===== src/rtl/nq_pkg.sv =====
// Shared fetch-path definitions: datapath width, default boot address, FSM encodings.
package nq_pkg;

  localparam int unsigned XLEN = 16;
  localparam logic [XLEN-1:0] RESET_PC_DEFAULT = 16'h0000;

  typedef enum logic [1:0] {
    StIdle = 2'd0,
    StWait = 2'd1,
    StDrop = 2'd2
  } fetch_state_e;

endpackage


===== src/rtl/fetch_fifo.sv =====
// Instruction buffer: power-of-two FIFO with synchronous flush; a push into a full
// buffer succeeds when a pop happens in the same cycle.
module fetch_fifo #(
  parameter int unsigned WIDTH = 32,
  parameter int unsigned DEPTH = 2
) (
  input  logic             clk,
  input  logic             rst,
  input  logic             flush,
  input  logic             push,
  input  logic [WIDTH-1:0] wdata,
  input  logic             pop,
  output logic [WIDTH-1:0] rdata,
  output logic             full,
  output logic             empty
);

  localparam int unsigned AW = (DEPTH > 1) ? $clog2(DEPTH) : 1;
  localparam int unsigned CW = AW + 1;

  logic [WIDTH-1:0] mem_q [DEPTH];
  logic [AW-1:0]    wr_ptr_q, rd_ptr_q;
  logic [CW-1:0]    count_q;
  logic             do_push, do_pop;

  assign full    = (count_q == CW'(DEPTH));
  assign empty   = (count_q == '0);
  assign do_push = push && (!full || pop);
  assign do_pop  = pop && !empty;
  assign rdata   = mem_q[rd_ptr_q];

  // Data array carries no reset; consumers gate it with empty.
  always_ff @(posedge clk) begin
    if (do_push && !flush) begin
      mem_q[wr_ptr_q] <= wdata;
    end
  end

  always_ff @(posedge clk or posedge rst) begin
    if (rst) begin
      wr_ptr_q <= '0;
      rd_ptr_q <= '0;
      count_q  <= '0;
    end else if (flush) begin
      wr_ptr_q <= '0;
      rd_ptr_q <= '0;
      count_q  <= '0;
    end else begin
      if (do_push) wr_ptr_q <= wr_ptr_q + AW'(1);
      if (do_pop)  rd_ptr_q <= rd_ptr_q + AW'(1);
      case ({do_push, do_pop})
        2'b10:   count_q <= count_q + CW'(1);
        2'b01:   count_q <= count_q - CW'(1);
        default: count_q <= count_q;
      endcase
    end
  end

endmodule


===== src/rtl/fetch_unit.sv =====
// Instruction fetch: one outstanding memory request, FIFO buffer toward decode, redirect flush.
// Optional stall counter enabled by defining FETCH_PERF_CNT_EN.
module fetch_unit
  import nq_pkg::*;
#(
  parameter logic [XLEN-1:0] RESET_PC   = RESET_PC_DEFAULT,
  parameter int unsigned     FIFO_DEPTH = 2
) (
  input  logic            clk,
  input  logic            rst,
  output logic            imem_req,
  output logic [XLEN-1:0] imem_addr,
  input  logic            imem_ack,
  input  logic [XLEN-1:0] imem_data,
  input  logic            redirect,
  input  logic [XLEN-1:0] redirect_pc,
  output logic [XLEN-1:0] inst,
  output logic [XLEN-1:0] inst_pc,
  output logic            inst_valid,
  input  logic            inst_ready,
  output logic [15:0]     stall_count
);

  fetch_state_e    state_q, state_d;
  logic [XLEN-1:0] pc_q, pc_d;
  logic            push, pop, flush;
  logic            fifo_full, fifo_empty;
  logic [2*XLEN-1:0] fifo_rdata;

  fetch_fifo #(
    .WIDTH(2 * XLEN),
    .DEPTH(FIFO_DEPTH)
  ) u_fifo (
    .clk  (clk),
    .rst  (rst),
    .flush(flush),
    .push (push),
    .wdata({imem_data, pc_q}),
    .pop  (pop),
    .rdata(fifo_rdata),
    .full (fifo_full),
    .empty(fifo_empty)
  );

  assign inst_valid = !fifo_empty;
  assign pop        = inst_valid && inst_ready;
  assign inst       = inst_valid ? fifo_rdata[2*XLEN-1:XLEN] : '0;
  assign inst_pc    = inst_valid ? fifo_rdata[XLEN-1:0] : '0;
  assign imem_addr  = pc_q;
  assign flush      = redirect;

  always_comb begin
    state_d  = state_q;
    pc_d     = pc_q;
    imem_req = 1'b0;
    push     = 1'b0;
    case (state_q)
      StIdle: begin
        if (redirect) begin
          pc_d = {redirect_pc[XLEN-1:1], 1'b0};
        end else if (!fifo_full && !rst) begin
          imem_req = 1'b1;
          state_d  = StWait;
        end
      end
      StWait: begin
        imem_req = 1'b1;
        if (redirect) begin
          // An ack in the redirect cycle is consumed and dropped here; otherwise it is still owed.
          pc_d    = {redirect_pc[XLEN-1:1], 1'b0};
          state_d = imem_ack ? StIdle : StDrop;
        end else if (imem_ack) begin
          push    = 1'b1;
          pc_d    = pc_q + XLEN'(2);
          state_d = StIdle;
        end
      end
      StDrop: begin
        if (redirect) pc_d = {redirect_pc[XLEN-1:1], 1'b0};
        if (imem_ack) state_d = StIdle;
      end
      default: state_d = StIdle;
    endcase
  end

  always_ff @(posedge clk or posedge rst) begin
    if (rst) begin
      state_q <= StIdle;
      pc_q    <= RESET_PC;
    end else begin
      state_q <= state_d;
      pc_q    <= pc_d;
    end
  end

`ifdef FETCH_PERF_CNT_EN
  logic [15:0] stall_q;

  always_ff @(posedge clk or posedge rst) begin
    if (rst) begin
      stall_q <= '0;
    end else if (inst_valid && !inst_ready && stall_q != 16'hFFFF) begin
      stall_q <= stall_q + 16'd1;
    end
  end

  assign stall_count = stall_q;
`else
  assign stall_count = '0;
`endif

endmodule


===== config.mk =====
export PLATFORM = sky130hd
export DESIGN_NAME = fetch_unit
export DESIGN_NICKNAME = d
export VERILOG_FILES = /design/src/rtl/nq_pkg.sv /design/src/rtl/fetch_fifo.sv /design/src/rtl/fetch_unit.sv
export SDC_FILE = /design/constraint.sdc
export NUM_CORES = 1
export LEC_CHECK = 0
export BUFFER_PORTS_ARGS = -buffer_cell sky130_fd_sc_hd__buf_4
export CAP_MARGIN = 20
export CORE_UTILIZATION = 25
export DETAILED_ROUTE_END_ITERATION = 10
export GPL_TIMING_DRIVEN = 1
export REMOVE_ABC_BUFFERS = 1
export SLEW_MARGIN = 20
export SYNTH_ARGS = -nofsm -noshare
export SYNTH_HDL_FRONTEND = slang
export SYNTH_SLANG_ARGS = --single-unit

===== constraint.sdc =====
create_clock -name clk -period 2.7 [get_ports clk]
set_input_delay 0.54 -clock clk [delete_from_list [all_inputs] [get_ports clk]]
set_output_delay 0.54 -clock clk [all_outputs]
set_load 0.01 [all_outputs]

# Yosys cells after proc, flatten, opt, wreduce, memory -nomap -nowiden

Memory sizes are Yosys's and may differ from the RTL's.
Cells that the tools add are included.
W data, S select, Z words.

Output and inout bits: 66
Register bits after elaboration: 22
Logic and storage cells: 65
Memories kept: 1
Bits in writable memories: 64

Memories:

| memory       | words | width | rd ports | clocked after memory_dff | wr ports | RTL line         | text |
|---|---|---|---|---|---|---|---|
| u_fifo.mem_q | 2     | 32    | 1        | 0                        | 1        | fetch_fifo.sv:21 | `logic [WIDTH-1:0] mem_q [DEPTH];` |

Reductions and logical operators: 19
Eq/ne operators: 9
$add $sub $neg: 5
Multiplexer cells: 26

Operators by type and width:

| cell                    | number |
|---|---|
| $mux W16                | 5 |
| $pmux W16 S2            | 1 |
| $add A16 B2 Y16 const B | 1 |
| $mux W2                 | 6 |
| $mux W1                 | 11 |
| $eq A2 B2 Y1 const B    | 3 |
| $pmux W2 S3             | 1 |
| $reduce_bool A2 Y1      | 3 |
| $logic_and A1 B1 Y1     | 5 |
| $eq A2 B1 Y1 const B    | 2 |
| $logic_not A1 Y1        | 4 |
| $logic_not A2 Y1        | 2 |
| $ne A2 B2 Y1 const B    | 2 |
| $pmux W2 S2             | 1 |
| $ne A3 B3 Y1 const B    | 1 |
| $reduce_and A3 Y1       | 1 |
| $reduce_bool A3 Y1      | 1 |
| $add A1 B1 Y1 const B   | 2 |
| $add A2 B1 Y2 const B   | 1 |
| $ne A2 B1 Y1 const B    | 1 |
| $pmux W1 S2             | 1 |
| $reduce_and A2 Y1       | 1 |
| $reduce_or A2 Y1        | 1 |
| $sub A2 B1 Y2 const B   | 1 |
| $logic_or A1 B1 Y1      | 1 |

# Depth between registers and ports, before layout

Gate-level depths: netlist of the first run.

Depth in word-level cells: 8
Depth in mapped cells: 7

# Modules after synthesis

Synthesis of the first run repeated with hierarchy kept, for this count alone.

Cells, all modules: 322
Area total of the unflattened synthesis: 4,041.4 um^2

By module, submodules not included:

| module     | cells each | area an instance (um^2) | instances | sequential area each (um^2) |
|---|---|---|---|---|
| fetch_fifo | 130        | 2,561.2                 | 1         | 2,021.9 |
| fetch_unit | 192        | 1,480.2                 | 1         | 425.4 |

# Worst setup path before layout of the first run

Ideal clock, no wire load.

Kind: input-to-reg
From: input redirect
To: memory u_fifo.mem_q[0][10], enable pin
Buffers on the path: 1
Stages: 4
Required time: 2,280 ps
Arrival: 2,423 ps
Setup time: 420 ps
Path slack: -143 ps
Cells stage by stage: nand4bb_1 > buf_2 > o21bai_1 > nor2_1

Cells in the longest elaborated chain, start to end: 6

RTL lines:

| element                         | RTL line         | text |
|---|---|---|
| start: declaration              | fetch_unit.sv:15 | `input logic redirect,` |
| $mux W1                         | fetch_unit.sv:68 | `if (redirect) begin` |
| $mux W1                         | fetch_unit.sv:57 | `case (state_q)` |
| $logic_and A1 B1 Y1             | fetch_fifo.sv:28 | `assign do_push = push && (!full \|\| pop);` |
| $logic_and A1 B1 Y1 *           | fetch_fifo.sv:34 | `if (do_push && !flush) begin` |
| $mux W1 *                       | fetch_fifo.sv:34 |  |
| $mux W1 (implied by the code) * | fetch_fifo.sv:35 | `mem_q[wr_ptr_q] <= wdata;` |
| end: declaration                | fetch_fifo.sv:21 |  |

Every way passes the cells marked *; elsewhere a longest branch is shown, timed or not.

# Worst setup path after layout of the first run

From: register u_fifo.rd_ptr_q
To: output inst_pc[7]

Cells in the longest elaborated chain, start to end: 2

RTL lines:

| element                  | RTL line         | text |
|---|---|---|
| start: declaration       | fetch_fifo.sv:22 | `logic [AW-1:0] wr_ptr_q, rd_ptr_q;` |
| start signal: assignment | fetch_fifo.sv:50 | `if (do_pop) rd_ptr_q <= rd_ptr_q + AW'(1);` |
| $mem_v2 Z2 W32           | -                |  |
| $mux W16                 | fetch_unit.sv:48 | `assign inst_pc = inst_valid ? fifo_rdata[XLEN-1:0] : '0;` |
| end: declaration         | fetch_unit.sv:18 | `output logic [XLEN-1:0] inst_pc,` |

Every way passes these cells.

==> out/metrics.yaml, run 1 <==
status: "finished clean"
clk_transition_reported_paths_ns: 0.06
synth_area_sq_um: 3880
yosys_warnings: 0
clock_path_buffers: 2
drive_gt1_share_pct: 29.3
static-leakage-power_nw: 1.89
reg2reg_setup_slack_ns: 0.86
rr_endpoint: "u_fifo.mem_q[0][6]"
ys.flop_type: "edfxtp_1"
p_per_area_nw_per_um2: 660
antenna_found_initial: 0
die_w_microns: 127
synth_xor_area_share_pct: 0.452
wl_per_cell_microns: 14.7
synth-compound-area-share_pct: 9.07
first_global_vias: 2612
ios: 103
combPwrFrac_pct: 11.2
hold-worst-slack_ns: 0.282
ys_seq_area_share_pct: 61.6
cts_setup_buffers: 0
drtIter0Drc: 187
maxSlewViolCount: 0
insertedDiodeCount: 0
power_w: 0.00330
synth.distinct_cells: 46
syn-instance-count: 316
p_clk_share_pct: 42.3
period_share_pct: 81.3
ys_ff_latch: 83
cts_hold_buffers: 0
via_per_inst: 4.47
crit_required_ns: 2.16
power.internal_w: 0.00253
skew_ns: 0.00650
portBuffers: 83
grt_pass1_wl_mm: 13.6
drt_pass1_iterations: 4
overflow: 0
rr_startpoint: "state_q[0]"
fin_nets: 436
cts_root_buf: "clkbuf_16"
setup_viol_count_final: 0
instances_no_fill: 591
cts_resized: 0
wirelength_mm: 8.71
dpl.cell_count: 575
cp-start-kind: "register"
cts_buffers: 9
critPathSlowestCell: "dfrtp_2"
fmax_ghz: 0.456
cap_violations: 0
area_growth_pct: 28.9
dieArea_sq_um: 16000
coreArea_sq_um: 15100
ctsHtreeMaxLevel: 3
synthMuxAreaShare_pct: 9.10
route.detailed.drc: 0
postSynthAreaPerCell_sq_um: 12.3
critPathMaxFanout: 26
netSwitchingPower_w: 0.000777
ir_drop_mv: 0.330
antenna_left: 0
worst_ep_arrival_time_ns: 1.65
synth-async-reset-ratio_pct: 25.3
dp_hpwl_mm: 5.90
crit_path_end_kind: "output pin"
worstPathBufferInverterCount: 2
clk_latency_ns: 0.34
dr_total_vias: 2642
synthAdderAreaFrac_pct: 0.323
rsz0062_at_grt: "no"
start_util_pct: 25.6
cts_sinks: 83
hold_viol: 0
rows: 45
grt_max_degree: 33
cp_top_family: "flip-flops"
swShare_pct: 23.5
synth_edf_count: 62
hold_class: "in -> async"
cp.depth: 4
synth_top_family_by_area: "simple AND/OR/NAND/NOR gates"
cp_cell_sequence: "buf_12 -> mux2i_1 -> nor2_1 -> buf_4"
fp.dieH_microns: 127
max_stage_delay_ns: 0.50
cts_tree: "done"
crit_type: "reg -> out"
rr_worst_depth: 4
yosys.area_share.simple_pct: 12.4
post-route-util_pct: 33.0
mostFrequentLayoutCell: "buf_4"
fin_crit_ns: 2.19
final_cell_mix: "88 x buf_4, 62 x edfxtp_1, 44 x nor2_1"
grt.total_usage_pct: 11.4
finalWeightedCongestion: 0.733
p_seq_share_pct: 46.5
worst max path at each step:
stage                         start             endpoint  slack (ns)
global placement           redirect  u_fifo.mem_q[0][25]        0.76
finish              u_fifo.rd_ptr_q           inst_pc[7]        0.51
floorplan                state_q[0]  u_fifo.mem_q[0][10]       -0.28
detailed placement         redirect  u_fifo.mem_q[0][25]        0.73
global route        u_fifo.rd_ptr_q           inst_pc[7]        0.42
CTS                 u_fifo.rd_ptr_q           inst_pc[7]        0.51
flip-flops by register name (all words and copies together), names as in the netlist:
name,flops
u_fifo.wr_ptr_q,1
state_q,2
u_fifo.count_q,2
u_fifo.mem_q,62
u_fifo.rd_ptr_q,1
imem_addr,15
power groups by stage:
| stage | combinational, W | clock (W) | sequential (W) |
|---|---|---|---|
| 5_1_grt | 0.000410 | 0.00148 | 0.00155 |
| 3_3_place_gp | 0.000368 | 0 | 0.00156 |
| 2_1_floorplan | 0.000178 | 0 | 0.00155 |
| 4_1_cts | 0.000376 | 0.00143 | 0.00154 |
| 6_report | 0.000371 | 0.00140 | 0.00153 |
| 3_5_place_dp | 0.000375 | 0 | 0.00156 |
cell families (layout without fill, tap and decap cells):
group,Yosys count,after routing
buf+inv,41,111
fa+ha+maj,1,1
mux,35,35
compound gates,53,53
xor+xnor,2,2
other cells,1,18
flops,83,83
simple gates,100,100
per-stage QoR:
stage	setup WS (ns)	cell area [sq um]	TNS, ns
6_report	0.505	5000	0
5_1_grt	0.425	5000	0
4_1_cts	0.513	5000	0
3_5_place_dp	0.732	4660	0
3_3_place_gp	0.762	4660	0
2_1_floorplan	-0.284	3680	-17.08
cells in the mapped netlist (2+ instances only):
| cell | count | area (sq um) |
|---|---|---|
| buf_2 | 5 | 25.0 |
| o22ai_1 | 8 | 50.1 |
| nand2b_1 | 7 | 43.8 |
| a21o_1 | 4 | 30.0 |
| nand4_1 | 6 | 37.5 |
| inv_2 | 3 | 11.3 |
| nand3_1 | 11 | 55.1 |
| edfxtp_1 | 62 | 1860 |
| and2_1 | 5 | 31.3 |
| nor2_1 | 47 | 176 |
| clkbuf_1 | 8 | 30.0 |
| mux2_2 | 2 | 22.5 |
| mux2i_1 | 33 | 330 |
| and4_1 | 2 | 17.5 |
| o21bai_1 | 2 | 15.0 |
| a21oi_1 | 15 | 75.1 |
| a2bb2oi_1 | 5 | 43.8 |
| a31o_1 | 2 | 17.5 |
| and3_1 | 2 | 12.5 |
| o221ai_1 | 3 | 26.3 |
| dfrtp_1 | 21 | 526 |
| a31oi_1 | 2 | 12.5 |
| o311ai_1 | 2 | 17.5 |
| buf_4 | 18 | 135 |
| o21ai_1 | 6 | 30.0 |
| buf_6 | 3 | 33.8 |
| nand2_1 | 13 | 48.8 |
metal layers:
| layer | vias up | wire length (microns) | global-route usage [%] |
|---|---|---|---|
| li1 | 1290 | - | - |
| met3 | 16 | 451 | 3.33 |
| met4 | 0 | 225 | 6.24 |
| met5 | - | 0 | 0 |
| met2 | 62 | 4380 | 19.2 |
| met1 | 1274 | 3650 | 12.9 |
layout make-up:
cell class	instances	area, sq um
Fill cell	1540	10100
Sequential cell	83	2390
Multi-Input combinational cell	209	1300
Timing Repair Buffer	91	721
Tap cell	188	235
Clock buffer	9	225
Clock inverter	7	115
Inverter	4	15.0
worst min-delay path, cell delays in order:
cell and delay, ns:
buf_4 0.11, inv_2 0.06, buf_4 0.30
Note: power is estimated with default switching activity, not from simulation.
==> inputs of run 2 (changes only) <==
==> constraint.sdc (replaced) <==
create_clock -name clk -period 1.95 [get_ports clk]
set_input_delay 0.39 -clock clk [delete_from_list [all_inputs] [get_ports clk]]
set_output_delay 0.39 -clock clk [all_outputs]
set_load 0.01 [all_outputs]
==> out/metrics.yaml, run 2 (synthesized netlist as in run 1, its figures left out) <==
hold_viol: 0  # unchanged
grt_max_degree: 33  # unchanged
combPwrFrac_pct: 12.7  # +1.5 points
cts_sinks: 83  # unchanged
crit_path_end_kind: "output pin"
drt_pass1_iterations: 4  # unchanged
fin_crit_ns: 1.81
crit_type: "reg -> out"
mostFrequentLayoutCell: "buf_4"
setup_tns_ns: 0  # unchanged
cts_setup_buffers: 0  # unchanged
hold_class: "in -> async"
coreArea_sq_um: 15100  # unchanged
grt.total_usage_pct: 11.2  # -0.18 points
cts_root_buf: "clkbuf_16"
cap_violations: 0  # unchanged
fmax_ghz: 0.551
crit_top_cell: "buf_4"
ir_drop_mv: 0.385  # +17%
post-route-util_pct: 33.4  # +0.42 points
grt_pass1_wl_mm: 13.6  # -0.66%
cp-start-kind: "register"
drtIter0Drc: 205  # +9.6%
maxSlewViolCount: 0  # unchanged
skew_ns: 0.00869  # +0.00219 ns
static-leakage-power_nw: 1.93  # +2.0%
drive_gt1_share_pct: 30.2  # +0.96 points
status: "finished clean"
setup_viol_count_final: 0  # unchanged
dr_total_vias: 2679  # +1.4%
route.detailed.drc: 0  # unchanged
fin_nets: 443  # +1.6%
instances_no_fill: 598  # +1.2%
power.internal_w: 0.00343  # +36%
p_seq_share_pct: 47.0  # +0.5 points
slew_headroom_pct: 56.3
p_per_area_nw_per_um2: 884  # +34%
cp_cell_sequence: "buf_4 -> a31oi_1 -> nor2_1 -> buf_4"
start_util_pct: 25.6  # unchanged
cts_buffers: 9  # unchanged
dieArea_sq_um: 16000  # unchanged
netSwitchingPower_w: 0.00105  # +36%
rows: 45  # unchanged
dp_hpwl_mm: 6.01  # +1.7%
final_cell_mix: "92 x buf_4, 62 x edfxtp_1, 44 x nor2_1"
crit_start: "state_q[0]"
critPathMaxFanout: 13  # -50%
critPathSlowestCell: "dfrtp_1"
overflow: 0  # unchanged
antenna_left: 0  # unchanged
crit_required_ns: 1.56  # -0.60 ns
max_stage_delay_ns: 0.58  # +0.08 ns
swShare_pct: 23.5  # about the same
largest_register_ffs: 62  # unchanged
portBuffers: 83  # unchanged
cp_top_family: "flip-flops"
dpl.cell_count: 581  # +1.0%
finalWeightedCongestion: 0.733  # about the same
fp.dieH_microns: 127  # unchanged
largest-register: "u_fifo.mem_q"
hold-worst-slack_ns: 0.138  # -0.144 ns
worst_pin_slew_ns: 0.655
fill_cells: 1520  # -1.3%
first_global_vias: 2606  # -0.23%
worstPathBufferInverterCount: 2  # unchanged
worst_ep_arrival_time_ns: 1.42  # -0.23 ns
via_per_inst: 4.48  # +0.21%
wl_per_cell_microns: 14.7  # -0.44%
rr_startpoint: "state_q[0]"
clock_path_buffers: 2  # unchanged
wirelength_mm: 8.78  # +0.73%
area_growth_pct: 30.6
period_share_pct: 93.1
antenna_found_initial: 0  # unchanged
ios: 103  # unchanged
dpl_cell_area_sq_um: 4730  # +1.5%
p_clk_share_pct: 40.3  # -2.0 points
die_w_microns: 127  # unchanged
cts_tree: "done"
fin_area_sq_um: 5060  # +1.3%
clk_transition_reported_paths_ns: 0.06  # about the same
insertedDiodeCount: 0  # unchanged
rsz0062_at_grt: "no"
clk_latency_ns: 0.33  # about the same
ctsHtreeMaxLevel: 3  # unchanged
run 2: cell types whose count changed in the layout (fill, tap and decap cells not counted), sizes merged:
| cell | before | now |
|---|---|---|
| clkbuf | 9 | 11 |
| bufinv | 3 | 2 |
| dlygate4sd3 | 0 | 1 |
| clkinv | 2 | 3 |
| inv | 5 | 4 |
| clkinvlp | 1 | 0 |
| buf | 91 | 97 |
run 2: path summary, 6_finish.rpt:
kind	to	slack, ns	depth (start not counted)
max	imem_req	0.14	4
min	imem_addr[7]	0.14	3
min in group clk	state_q[1]	0.24	2
min reg2reg	state_q[0]	0.54	1
max reg2reg	u_fifo.mem_q[0][25]	0.21	4
max in group asynchronous	u_fifo.rd_ptr_q	1.09	3
run 2: through the flow:
step | power, W | worst slack, ns
floorplan | 0.00239 | -1.03
global placement | 0.00269 | 0.0355
detailed placement | 0.00271 | -0.00438
CTS | 0.00455 | 0.0839
global route | 0.00468 | 0.0198
finish | 0.00448 | 0.135
run 2: worst reg2reg max path, stage by stage, from the launching register on:
cell and delay, ns:
dfrtp_1 0.58, nand4bb_1 0.17, o21bai_1 0.28, nor2_4 0.16
buf_12 0.22
run 2: repair_timing:
action	CTS	global route
resized for setup	1	0
setup endpoints to repair	4	0
hold endpoints to repair	6	0
hold buffers	1	0
run 2: power by group through the flow:
stage	registers [W]	clock network (W)	logic [W]
after global placement	0.00213	0	0.000561
after floorplan	0.00215	0	0.000247
final	0.00210	0.00181	0.000570
after detailed placement	0.00214	0	0.000574
after global routing	0.00212	0.00193	0.000626
after CTS	0.00210	0.00186	0.000577
run 2: layout make-up:
cell class                 count  area [sq um]  area share (%)
clock inverter                 5          77.6            1.53
multi-input combinational    209          1300            25.7
timing repair buffer          98           801            15.8
inverter                       4          15.0           0.297
tap                          188           235            4.65
clock buffer                  11           243            4.79
sequential                    83          2390            47.2
run 2: per-layer routing:
layer | up-vias | global-route usage, % | share of wire [%]
met2 | 72 | 19.2 | 49
met4 | 0 | 5.17 | 2.2
met3 | 11 | 3.25 | 5.5
li1 | 1305 | - | -
met1 | 1291 | 12.8 | 43
met5 | - | 0 | 0
